===== src/rtl/pipelined_addsub.sv =====
// Pipelined two's-complement adder/subtractor: the carry chain is cut into STAGES
// equal ripple segments with a register stage after each; valid/ready on both sides.
module pipelined_addsub #(
  parameter int unsigned WIDTH  = 8,
  parameter int unsigned STAGES = 2
) (
  input  logic             clk,
  input  logic             rst_n,
  input  logic             in_valid,
  output logic             in_ready,
  input  logic [WIDTH-1:0] A,
  input  logic [WIDTH-1:0] B,
  input  logic             SUB,
  output logic             out_valid,
  input  logic             out_ready,
  output logic [WIDTH-1:0] SUM,
  output logic             C_OUT,
  output logic             OVF,
  output logic             ZERO
);

  localparam int unsigned SEG  = WIDTH / STAGES;
  localparam int unsigned LAST = STAGES - 1;

  logic              adv;
  logic [STAGES-1:0] vld_q, vld_d;
  logic [STAGES-1:0] cy_q, cy_d;
  logic [STAGES-1:0] cin;
  logic [WIDTH-1:0]  a_q  [STAGES];
  logic [WIDTH-1:0]  b_q  [STAGES];
  logic [WIDTH-1:0]  s_q  [STAGES];
  logic [WIDTH-1:0]  a_d  [STAGES];
  logic [WIDTH-1:0]  b_d  [STAGES];
  logic [WIDTH-1:0]  s_d  [STAGES];
  logic [WIDTH-1:0]  s_in [STAGES];
  logic [SEG:0]      seg  [STAGES];
  logic              ovf_q, ovf_d;
  logic              zero_q, zero_d;

  // One global advance: the whole pipe moves or the whole pipe holds.
  assign adv = !vld_q[LAST] || out_ready;

  always_comb begin
    vld_d = '0;
    cy_d  = '0;
    cin   = '0;
    for (int unsigned k = 0; k < STAGES; k++) begin
      a_d[k]  = '0;
      b_d[k]  = '0;
      s_d[k]  = '0;
      s_in[k] = '0;
      seg[k]  = '0;
    end

    vld_d[0] = in_valid;
    a_d[0]   = A;
    b_d[0]   = SUB ? ~B : B;
    cin[0]   = SUB;
    for (int unsigned k = 1; k < STAGES; k++) begin
      vld_d[k] = vld_q[k-1];
      a_d[k]   = a_q[k-1];
      b_d[k]   = b_q[k-1];
      cin[k]   = cy_q[k-1];
      s_in[k]  = s_q[k-1];
    end

    // Stage k completes bits [k*SEG +: SEG] on top of the partial sum it inherits.
    for (int unsigned k = 0; k < STAGES; k++) begin
      seg[k] = {1'b0, a_d[k][k*SEG +: SEG]} + {1'b0, b_d[k][k*SEG +: SEG]}
             + {{SEG{1'b0}}, cin[k]};
      s_d[k] = s_in[k];
      s_d[k][k*SEG +: SEG] = seg[k][SEG-1:0];
      cy_d[k] = seg[k][SEG];
    end

    ovf_d  = (a_d[LAST][WIDTH-1] == b_d[LAST][WIDTH-1]) &&
             (s_d[LAST][WIDTH-1] != a_d[LAST][WIDTH-1]);
    zero_d = (s_d[LAST] == '0);
  end

  always_ff @(posedge clk or negedge rst_n) begin
    if (!rst_n) begin
      vld_q  <= '0;
      cy_q   <= '0;
      ovf_q  <= 1'b0;
      zero_q <= 1'b0;
      for (int unsigned k = 0; k < STAGES; k++) begin
        a_q[k] <= '0;
        b_q[k] <= '0;
        s_q[k] <= '0;
      end
    end else if (adv) begin
      vld_q  <= vld_d;
      cy_q   <= cy_d;
      ovf_q  <= ovf_d;
      zero_q <= zero_d;
      for (int unsigned k = 0; k < STAGES; k++) begin
        a_q[k] <= a_d[k];
        b_q[k] <= b_d[k];
        s_q[k] <= s_d[k];
      end
    end
  end

  assign in_ready  = adv;
  assign out_valid = vld_q[LAST];
  assign SUM       = s_q[LAST];
  assign C_OUT     = cy_q[LAST];
  assign OVF       = ovf_q;
  assign ZERO      = zero_q;

endmodule


===== config.mk =====
export PLATFORM = sky130hd
export DESIGN_NAME = pipelined_addsub
export DESIGN_NICKNAME = d
export VERILOG_FILES = /design/src/rtl/pipelined_addsub.sv
export SDC_FILE = /design/constraint.sdc
export NUM_CORES = 1
export LEC_CHECK = 0
export BUFFER_PORTS_ARGS = -buffer_cell sky130_fd_sc_hd__buf_4
export CORE_ASPECT_RATIO = 1.5
export CORE_MARGIN = 2
export CORE_UTILIZATION = 35
export DETAILED_ROUTE_END_ITERATION = 6
export HOLD_SLACK_MARGIN = 0.12
export PLACE_DENSITY_LB_ADDON = 0.15
export RECOVER_POWER = 50
export SLEW_MARGIN = 25
export SYNTH_ARGS = -nofsm -noshare
export SYNTH_HDL_FRONTEND = slang
export SYNTH_SLANG_ARGS = --single-unit

===== constraint.sdc =====
create_clock -name clk -period 2.96 [get_ports clk]
set_input_delay 0.888 -clock clk [delete_from_list [all_inputs] [get_ports clk]]
set_output_delay 0.888 -clock clk [all_outputs]
set_load 0.02 [all_outputs]

## Yosys cells after proc, flatten, opt, wreduce, memory -nomap -nowiden

Index checks and enable logic that the tools add are counted.
Widths: inputs -> output; s select.

| storage, ports and cells | value |
|---|---|
| register bits | 34 |
| bits in latches | 0 |
| memory bits (writable) | 0 |
| memory bits (read-only) | 0 |
| input bits | 21 |
| output and inout port bits | 13 |
| word-level logic and storage cells | 20 |
| memories | 0 |

| cells by class | value |
|---|---|
| add/sub/neg operators | 4 |
| multiply operators | 0 |
| div/mod/pow operators | 0 |
| magnitude comparators | 0 |
| equality and inequality tests | 2 |
| shifts and indexed selects | 0 |
| mux-type cells | 1 |
| bitwise gates (word level) | 1 |
| reductions and logical operators | 4 |

Operators with widths:

| cell | count |
|---|---|
| $add 4x4->5 | 2 |
| $add 5x1->5 | 2 |
| $logic_not 8->1 | 1 |
| $mux 8 | 1 |
| $not 8->8 | 1 |
| $eq 1x1->1 | 1 |
| $logic_and 1x1->1 | 1 |
| $logic_not 1->1 | 1 |
| $logic_or 1x1->1 | 1 |
| $ne 1x1->1 | 1 |

## Logic depth before layout (Yosys ltp)

| logic depth | value |
|---|---|
| word-level depth | 4 |
| gate-level depth with buffers | 7 |
| mapped depth without buffers | 6 |

## Least setup slack after synthesis

Ideal clock, no wire load.

| timing path | value |
|---|---|
| path kind | in2out |
| from | input out_ready |
| to | output in_ready |
| arrival time | 1.605 ns |
| data required time | 2.072 ns |
| slack | 0.467 ns |
| stages on the path | 4 |
| path through | nor2b_1 > inv_1 > buf_2 > buf_1 |

| on the way | value |
|---|---|
| cells in the longest elaborated chain, start to end | 1 |

RTL lines:

| item | line | source |
|---|---|---|
| from (decl) | 15 | `input logic out_ready,` |
| $logic_or 1x1->1 | 41 | `assign adv = !vld_q[LAST] \|\| out_ready;` |
| to (decl) | 10 | `output logic in_ready,` |

No other way between the ends.

## Final worst setup path

Ends and elaborated chain as after synthesis.

==> flow_summary.json <==
{
  "run_status": "completed",
  "cts-root-buf": "clkbuf_8",
  "clkSinkCount": 26,
  "stdcell_area_sq_um": 1620,
  "hp-start": "SUM[5]",
  "rsz0062_at_grt": "no",
  "drt_iter0_drc": 5,
  "power.static_leakage_nw": 0.812,
  "synth_top_family_by_area": "simple AND/OR/NAND/NOR gates",
  "clock_latency_ps": 260,
  "finalNetCount": 192,
  "cp.arrival_ps": 1410,
  "initial_core_util_pct": 36.0,
  "drt-pass1-iter-count": 3,
  "fmax_ghz": 0.435,
  "postCtsSetupRepairBufs": 0,
  "cp_slowest_cell": "nor2b_1",
  "yosysTopAreaCell": "dfrtp_1",
  "antenna_found_initial": 0,
  "rr_endpoint": "ZERO",
  "clock_skew_ps": 4.20,
  "stdcell_count": 203,
  "synth_area_sq_um": 1300,
  "start_kind": "input pin",
  "ys_ff_latch": 26,
  "ys_top_cells_by_area": "dfrtp_1 (50%), nand2_1 (13%), ha_1 (5.8%)",
  "vias": 941,
  "antenna_cells": 0,
  "cp_top_family": "buffers and inverters",
  "power.total_mw": 1.12,
  "ios": 34,
  "min_path_cells": 2,
  "path_class": "in -> out",
  "cts_resized": 0,
  "gp_congestion": 0.694,
  "finalSetupTns_ps": 0,
  "whs_endpoint": "SUM[5]",
  "syn_nets": 158,
  "layout_setup_ws_ps": 660,
  "rows": 27,
  "end_kind": "output port",
  "synth-simple-area-share_pct": 15.6,
  "core_sq_um": 3610,
  "clkTransAtPathRegs_ps": 80,
  "post_drt_wl_per_cell_um": 11.8,
  "synth_compound_area_share_pct": 10.4,
  "max_slew_margin_pct": 6.97,
  "maxSlewViolCount": 0,
  "fin_crit_sh_pct": 77.7,
  "r2r-start": "cy_q[0]",
  "grt.total_usage_pct": 13.5,
  "syn_to_final_growth_pct": 24.5,
  "worst_ep_required_time_ps": 2070,
  "cp.depth": 4,
  "place_hpwl_mm": 1.87,
  "cap_violations": 0,
  "place_area_sq_um": 1590,
  "die_w_um": 53.8,
  "synth_fa_ha_area_share_pct": 10.4,
  "vias_per_cell": 4.64,
  "cts_buffer_depth": 2,
  "fin_hold_ws_ps": 472,
  "setup_violations": 0,
  "grt_max_degree": 30,
  "cts_tree": "built",
  "place_ws_ps": 584,
  "r2r_slack_ps": 830,
  "overflow": 0,
  "htreeDepth": 1,
  "crit_fanout": 2,
  "path_buf_inv": 3,
  "hold_violations": 0,
  "drive_gt1_share_pct": 24.4,
  "port_buffers": 33,
  "muxShareOfSynthArea_pct": 2.31,
  "worstMarginPinSlew_ps": 1400,
  "grt_pass1_wl_mm": 4.17,
  "wl_mm": 2.41,
  "numPlacedInstances": 200,
  "utilization_pct": 44.9,
  "max_stage_delay_ps": 160,
  "synthXorXnorAreaFrac_pct": 8.74,
  "yosysWarnings": 0,
  "cts_buffers": 3,
  "reg2reg_depth": 6,
  "seq_area_frac_synth_pct": 50.0,
  "fin_crit_ps": 2300,
  "netlist_instances": 128,
  "die_h_um": 78.7,
  "hold_path_class": "reg -> reg",
  "grt_pass1_vias": 932,
  "syn_avg_cell_area_sq_um": 10.2,
  "cp_cell_sequence": "clkbuf_4, nor2b_1, inv_1, buf_4",
  "dieArea_sq_um": 4240,
  "synth_top_area_share_pct": 50.0,
  "ant_nets": 0,
  "drc": 0,
  "p_per_area_nw_per_um2": 692,
  "cts_hold_buf": 0,
  "ir_drop_v": 0.000282,
  "synth_cell_types": 24
}
==> worst max path at each step <==
stage	startpoint	endpoint	slack [ps]
finish	out_ready	in_ready	660
floorplan	out_ready	in_ready	470
CTS	out_ready	in_ready	700
global route	out_ready	ZERO	530
detailed placement	SUB	s_d[3]	580
global placement	SUB	s_d[3]	610
==> routing by layer <==
metal  up-vias  share of wire, %  GRT usage, %
li1        480                 -             -
met1       431                39          15.2
met2        26                55          23.7
met3         4               4.3          1.69
met4         0               2.0          6.92
met5         -                 0             0
==> cells in the final DEF (no fill, tap or decap), types with 4 or more instances in the layout <==
cell,n
a21o_1,4
a21oi_1,5
buf_4,32
dfrtp_1,26
ha_1,6
nand2_1,45
o21ai_0,7
xnor2_1,8
xor2_1,5
==> cell families after synthesis <==
group	after synthesis
AOI/OAI and AO/OA	20
xor gates and xnor gates	13
adders and majority gates	9
buffers and inverters	7
DFF	26
muxes	2
and+or+nand+nor	51
==> power by group <==
part	total [mW]	switching (mW)	leakage, nW	internal (mW)
Clock	0.192	0.101	0.0216	0.0910
Sequential	0.502	0.0554	0.313	0.447
Combinational	0.428	0.229	0.477	0.199
Total	1.12	0.386	0.812	0.736
==> state kept, by name, indices dropped and copies added (netlist names) <==
| signal | flops |
|---|---|
| s_d | 4 |
| vld_q | 2 |
| a_d | 4 |
| ZERO | 1 |
| b_d | 4 |
| SUM | 8 |
| cy_q | 2 |
| OVF | 1 |
==> Yosys cell counts <==
master / instances
o21ai_0: 7
inv_1: 1
or4_1: 1
nor2_1: 2
o31ai_1: 1
nand2_1: 45
a22o_1: 1
clkbuf_1: 3
nor2b_1: 1
a31oi_4: 1
xnor2_1: 8
a21oi_1: 5
buf_6: 1
fa_1: 3
nor4_1: 1
dfrtp_1: 26
o21a_1: 1
xor2_1: 5
a21o_1: 4
buf_2: 1
buf_1: 1
ha_1: 6
mux2_4: 2
nand2b_1: 1
==> worst min-delay path: stages (launching register included) <==
cell     delay [ps]
dfrtp_1         350
nand2_1          50
nand2_1          50
==> cell type report <==
| cell class | count | area, sq um |
|---|---|---|
| clock buffer | 3 | 41.3 |
| fill | 382 | 1990 |
| inverter | 1 | 3.75 |
| multi-input combinational | 95 | 617 |
| sequential | 26 | 651 |
| tap | 43 | 53.8 |
| timing repair buffer | 35 | 255 |
Power figures use the tool's default switching activity.
